## src/rtl/adder_pkg.sv

```systemverilog
// Shared definitions for the bit-serial adder: FSM state codes and the
// helper that sizes the bit counter.
package adder_pkg;

    typedef logic [1:0] adder_state_t;

    localparam adder_state_t IDLE  = 2'd0;
    localparam adder_state_t SHIFT = 2'd1;
    localparam adder_state_t DONE  = 2'd2;

    // Bit counter width: enough to count 0..width-1, never narrower than 1 bit.
    function automatic int cnt_width(input int width);
        return (width <= 1) ? 1 : $clog2(width);
    endfunction

endpackage

```

## src/rtl/fulladder.sv

```systemverilog
// Single-bit full-adder cell: the only arithmetic in the serial adder.
module fulladder (
    input  logic a,
    input  logic b,
    input  logic cin,
    output logic sum,
    output logic cout
);

    assign sum  = a ^ b ^ cin;
    assign cout = (a & b) | (a & cin) | (b & cin);

endmodule

```

## src/rtl/bit_serial_adder.sv

```systemverilog
// Bit-serial adder: streams WIDTH operand bit pairs, LSB first, through one
// full-adder cell with a registered carry. The result appears on sum/cout
// together with a one-cycle done pulse WIDTH cycles after start is accepted.
module bit_serial_adder
    import adder_pkg::*;
#(
    parameter int WIDTH = 8
) (
    input  logic             clk,
    input  logic             rst_n,
    input  logic             start,
    input  logic [WIDTH-1:0] a,
    input  logic [WIDTH-1:0] b,
    input  logic             cin,
    output logic             busy,
    output logic             done,
    output logic [WIDTH-1:0] sum,
    output logic             cout
);

    localparam int               CNT_W    = cnt_width(WIDTH);
    localparam logic [CNT_W-1:0] LAST_CNT = CNT_W'(WIDTH - 1);

    adder_state_t     state;
    logic [WIDTH-1:0] a_sr;
    logic [WIDTH-1:0] b_sr;
    logic [WIDTH-1:0] sum_sr;
    logic [WIDTH-1:0] sum_next;
    logic             carry;
    logic [CNT_W-1:0] cnt;
    logic             fa_sum;
    logic             fa_cout;
    logic             last_bit;

    fulladder u_fa (
        .a    (a_sr[0]),
        .b    (b_sr[0]),
        .cin  (carry),
        .sum  (fa_sum),
        .cout (fa_cout)
    );

    assign last_bit = (cnt == LAST_CNT);
    assign busy     = (state == SHIFT);
    assign done     = (state == DONE);

    // Partial sum after this bit: new sum bit enters at the MSB as the register shifts right.
    always_comb begin
        sum_next            = sum_sr >> 1;
        sum_next[WIDTH-1]   = fa_sum;
    end

    // Control FSM: IDLE accepts start, SHIFT runs WIDTH bits, DONE lasts one cycle.
    always_ff @(posedge clk or negedge rst_n) begin
        if (!rst_n) begin
            state <= IDLE;
        end else begin
            case (state)
                IDLE:    if (start) state <= SHIFT;
                SHIFT:   if (last_bit) state <= DONE;
                DONE:    state <= IDLE;
                default: state <= IDLE;
            endcase
        end
    end

    // Operand/partial-sum shift registers, carry and bit counter.
    always_ff @(posedge clk or negedge rst_n) begin
        if (!rst_n) begin
            a_sr   <= '0;
            b_sr   <= '0;
            sum_sr <= '0;
            carry  <= 1'b0;
            cnt    <= '0;
        end else if (state == IDLE && start) begin
            a_sr   <= a;
            b_sr   <= b;
            sum_sr <= '0;
            carry  <= cin;
            cnt    <= '0;
        end else if (state == SHIFT) begin
            a_sr   <= a_sr >> 1;
            b_sr   <= b_sr >> 1;
            sum_sr <= sum_next;
            carry  <= fa_cout;
            cnt    <= cnt + CNT_W'(1);
        end
    end

    // Result registers: only the final bit's edge updates them, so no partial result is ever visible.
    always_ff @(posedge clk or negedge rst_n) begin
        if (!rst_n) begin
            sum  <= '0;
            cout <= 1'b0;
        end else if (state == SHIFT && last_bit) begin
            sum  <= sum_next;
            cout <= fa_cout;
        end
    end

endmodule

```

## config.mk

```make
export PLATFORM = sky130hd
export DESIGN_NAME = bit_serial_adder
export DESIGN_NICKNAME = d
export VERILOG_FILES = /design/src/rtl/adder_pkg.sv /design/src/rtl/fulladder.sv /design/src/rtl/bit_serial_adder.sv
export SDC_FILE = /design/constraint.sdc
export NUM_CORES = 1
export LEC_CHECK = 0
export ABC_AREA = 0
export BUFFER_PORTS_ARGS = -buffer_cell sky130_fd_sc_hd__buf_2
export CORE_MARGIN = 3
export CORE_UTILIZATION = 55
export DETAILED_ROUTE_END_ITERATION = 16
export PLACE_DENSITY = 0.84
export RECOVER_POWER = 50
export SYNTH_ARGS = -nofsm -noshare
export SYNTH_HDL_FRONTEND = slang
export SYNTH_HIERARCHICAL = 1
export SYNTH_SLANG_ARGS = --single-unit
```

## constraint.sdc

```tcl
create_clock -name clk -period 2.2 [get_ports clk]
set_input_delay 0.33 -clock clk [delete_from_list [all_inputs] [get_ports clk]]
set_output_delay 0.33 -clock clk [all_outputs]
set_load 0.03 [all_outputs]
```

# Word level (Yosys, flattened, before mapping)

Index checks and enable logic that the tools add are counted.

Equality and inequality tests: 5
Bitwise logic cells: 7
Reduce and logical (&&, ||, !) cells: 5
Muxes and demuxes: 13
$add $sub $neg: 1

Operator list:

| cell                  | number |
|---|---|
| $mux W8               | 6 |
| $mux W3               | 2 |
| $mux W2               | 2 |
| $pmux W2 S2           | 1 |
| $add A3 B1 Y3 const B | 1 |
| $and A1 B1 Y1         | 3 |
| $eq A3 B3 Y1 const B  | 1 |
| $eq A2 B1 Y1 const B  | 1 |
| $eq A2 B2 Y1 const B  | 1 |
| $logic_and A1 B1 Y1   | 2 |
| $logic_not A2 Y1      | 1 |
| $mux W1               | 2 |
| $ne A2 B1 Y1 const B  | 1 |
| $ne A2 B2 Y1 const B  | 1 |
| $or A1 B1 Y1          | 2 |
| $reduce_and A2 Y1     | 1 |
| $reduce_bool A2 Y1    | 1 |
| $xor A1 B1 Y1         | 2 |

Word-level logic and storage cells: 39
Input bits: 20
Output and inout bits: 11
Flip-flop bits (word level): 39

# Logic depth before layout (Yosys ltp)

Depth in word-level cells: 5
Gate-level depth with buffers: 5

# By module

Netlist, hierarchy kept.

Modules (own cells, without submodules):

| module           | cells an instance | area an instance (sq um) | instances |
|---|---|---|---|
| bit_serial_adder | 114               | 1,660.3                  | 1 |
| fulladder        | 1                 | 20.0                     | 1 |

# Least setup slack after synthesis

No wires, ideal clock.

Path type: reg2reg
Start point: reg cnt[0]
End point: reg cout
Stages on the path, launching flop included: 6
Path buffers: 1
Data arrival time: 1.354 ns
Data required time: 2.075 ns
Period minus slack after synthesis: 1.478 ns
Setup time: 0.125 ns
Path slack: 0.722 ns
Path through: dfrtp_1 ha_1 ha_1 nand3b_1 buf_2 mux2_2

Longest elaborated chain between the ends: 2

RTL lines:

| what                   | RTL line               | RTL |
|---|---|---|
| from (decl)            | bit_serial_adder.sv:30 | `logic [CNT_W-1:0] cnt;` |
| from (signal assigned) | bit_serial_adder.sv:86 | `cnt <= cnt + CNT_W'(1);` |
| $eq A3 B3 Y1           | bit_serial_adder.sv:43 | `assign last_bit = (cnt == LAST_CNT);` |
| $logic_and A1 B1 Y1    | bit_serial_adder.sv:95 | `end else if (state == SHIFT && last_bit) begin` |
| to (signal assigned)   | bit_serial_adder.sv:97 | `cout <= fa_cout;` |
| to (decl)              | bit_serial_adder.sv:18 | `output logic cout` |

No other way between the ends.
A chain may end at the register's enable or synchronous reset.

# Worst setup path in the final report

Start point: reg state[1]
End point: out busy

Longest elaborated chain between the ends: 1

RTL lines:

| what                   | RTL line               | RTL |
|---|---|---|
| from (decl)            | bit_serial_adder.sv:24 | `adder_state_t state;` |
| from (signal assigned) | bit_serial_adder.sv:56 | `state <= IDLE;` |
| from (signal assigned) | bit_serial_adder.sv:59 | `IDLE: if (start) state <= SHIFT;` |
| from (signal assigned) | bit_serial_adder.sv:60 | `SHIFT: if (last_bit) state <= DONE;` |
| $eq A2 B1 Y1           | bit_serial_adder.sv:44 | `assign busy = (state == SHIFT);` |
| to (decl)              | bit_serial_adder.sv:15 | `output logic busy,` |

No other way between the ends.

==> flow_metrics.env <==
export IMPL_area_growth_pct=10.4
export IMPL_cts_inserted_buffers=5
export IMPL_grt_start_max_net_pins=39
export IMPL_netSwitchingFraction_pct=36.6
export IMPL_syn_inst=115
export IMPL_ys_ff_latch=38
export IMPL_drc=0
export IMPL_combPwrFrac_pct=40.4
export IMPL_synth_top_area_share_pct=56.6
export IMPL_clkSlewWorstSetupHoldPaths_ns=0.10
export IMPL_cts_tree="done"
export IMPL_yosysWarnings=6
export IMPL_clock_fmax_mhz=516
export IMPL_firstDrtPassIters=4
export IMPL_antenna_left=0
export IMPL_initial_core_util_pct=59.4
export IMPL_final_net_count=166
export IMPL_die_h_um=61.3
export IMPL_dp_hpwl_mm=2.02
export IMPL_die_w_um=61.3
export IMPL_rsz0062_at_grt="false"
export IMPL_min_period_ns=1.94
export IMPL_critPathKind="flop to primary output"
export IMPL_status="finished, violations left"
export IMPL_n_antenna_cell=0
export IMPL_cts_sinks=38
export IMPL_clock_latency_ns=0.34
export IMPL_violations="max-capacitance violations, max-slew violations"
export IMPL_drive_above_1_share_pct=42.0
export IMPL_io_pins=31
export IMPL_final_period_utilization_pct=88.1
export IMPL_cts_root_buf="clkbuf_4"
export IMPL_vias=1088
export IMPL_synth_area_um2=1680
export IMPL_synth_fa_ha_area_share_pct=2.68
export IMPL_synth_compound_area_share_pct=17.3
export IMPL_crit_fanout=24
export IMPL_worst_slew_pin_slew_ns=1.91
export IMPL_io_buffers=30
export IMPL_place_gp_congestion=0.691
export IMPL_synth_net_count=138
export IMPL_wirelength_mm=2.93
export IMPL_synth_cell_type_count=24
export IMPL_yosysSeqAreaShare_pct=56.6
export IMPL_vias_per_cell=6.25
export IMPL_fin_skew_ns=0.00758
export IMPL_wire_per_inst_um=16.8
export IMPL_slew_viol_final=39
export IMPL_synth_xor_area_share_pct=0
export IMPL_clockPowerShare_pct=12.6
export IMPL_netSwitchingPower_uw=961
export IMPL_synth_area_leaders="dfrtp_1 57%, o221a_2 10%, or4b_1 8.9%, mux2_2 6.0%, a22o_1 4.7%"
export IMPL_seqPwrFrac_pct=46.9
export IMPL_grt_pass1_wl_mm=5.04
export IMPL_setup_viol=0
export IMPL_async_flop_share_pct=100
export IMPL_place_ws_ns=0.522
export IMPL_clk_path_buf_depth=2
export IMPL_worst_ep_arrival_time_ns=1.61
export IMPL_synthMuxAreaShare_pct=6.63
export IMPL_synthSimpleGateAreaFrac_pct=12.2
export IMPL_htree_levels=2
export IMPL_yosysMostFrequentCell="dfrtp_1"
export IMPL_coreArea_um2=2830
export IMPL_cts_hold_buf=0
export IMPL_maxSlewHeadroom_pct=-27.7
export IMPL_fin_ws_ns=0.262
export IMPL_holdWs_ns=0.336
export IMPL_drt_iter0_markers=48
export IMPL_overflow=0
export IMPL_synth_area_leader_cell="dfrtp_1"
export IMPL_endpoint_kind="primary output"
export IMPL_synthTopCellsByCount="38 x dfrtp_1, 15 x o221a_2, 15 x or4b_1, 9 x a22o_1, 9 x mux2_2"
export IMPL_core_rowCount=19
export IMPL_avgSynthCellArea_um2=14.6
export IMPL_ir_drop_v=0.000637
export IMPL_startpoint_type="flop"
export IMPL_hold_viol=0
export IMPL_synth_edf_count=0
export IMPL_postCtsSetupRepairBufs=0
export IMPL_antenna_found_initial=0
export IMPL_synth_top_family_by_area="compound AO/OA/AOI/OAI gates"
export IMPL_grtUsageTotal_pct=18.8
export IMPL_grt_pass1_vias=1092
export IMPL_dieArea_um2=3750
export IMPL_fin_setup_tns_ns=0
export IMPL_p_leak_uw=0.000852
export IMPL_power_uw=2620
export IMPL_cap_violations=1
export IMPL_power_internal_uw=1660
export IMPL_cts_resized_gates=0
export IMPL_synth_flop_cell="dfrtp_1"
export IMPL_worstHoldPathType="input pin to flop"
export IMPL_cp_required_ns=1.87
export IMPL_pwr_density_cell_nw_per_um2=1410
-- worst paths after layout --
kind	cells after the start	slack (ns)	endpoint	startpoint
max	3	0.26	busy	state[1]
min	3	0.34	b_sr[3]	b[3]
max reg2reg	4	0.52	cout	cnt[0]
min reg2reg	1	0.50	cnt[0]	cnt[0]
max in group asynchronous	1	0.60	a_sr[1]	rst_n
min in group asynchronous	1	0.50	sum[7]	rst_n
-- kinds of logic after synthesis --
logic type,after synthesis
adders and majority gates,3
muxes,10
and+or+nand+nor,22
AOI/OAI and AO/OA,29
DFF,38
buffers and inverters,13
-- power by group through the flow --
stage                     Combinational (uW)  Sequential [uW]  Clock, uW
after floorplan                          757             1330          0
after global placement                  1040             1230          0
after detailed placement                1080             1250          0
after CTS                               1090             1230        342
after global routing                    1170             1280        368
final                                   1060             1230        331
-- routing by layer --
metal / GRT usage (%) / part of all wire [%]
met1: 24.1 / 45
met2: 29.0 / 48
met3: 6.92 / 4.1
met4: 7.43 / 2.0
met5: 0 / 0
-- flip-flops by register name, summed over array words and instances (netlist names) --
name    cells
a_sr        8
b_sr        8
sum         8
sum_sr      7
cnt         3
state       2
carry       1
cout        1
-- final cells by class --
type,instances,area [um2]
multi-input combinational,64,653
fill,209,973
timing repair buffer,32,158
tap,31,38.8
clock inverter,2,10.0
sequential,38,951
clock buffer,5,37.5
inverter,2,7.51
-- critical path, cell delays in order (launching register included) --
cell and delay, ns:
dfrtp_1 0.60, nand2b_1 0.27, inv_2 0.17, buf_2 0.23
-- layout by cell type, fill, tap and decap left out, drive strengths merged, types with 9 or more instances in the layout --
cell     n
a22o     9
mux2     9
or4b    15
o221a   15
dfrtp   38
clkbuf  11
buf     26
-- through the flow --
stage	instances	utilization (%)	instance area [um2]
after floorplan	115	-	1680
final	174	65.6	1860
after detailed placement	167	64.2	1820
after CTS	174	65.9	1860
after global placement	167	64.2	1820
after global routing	174	65.6	1860
Power figures use the tool's default switching activity.
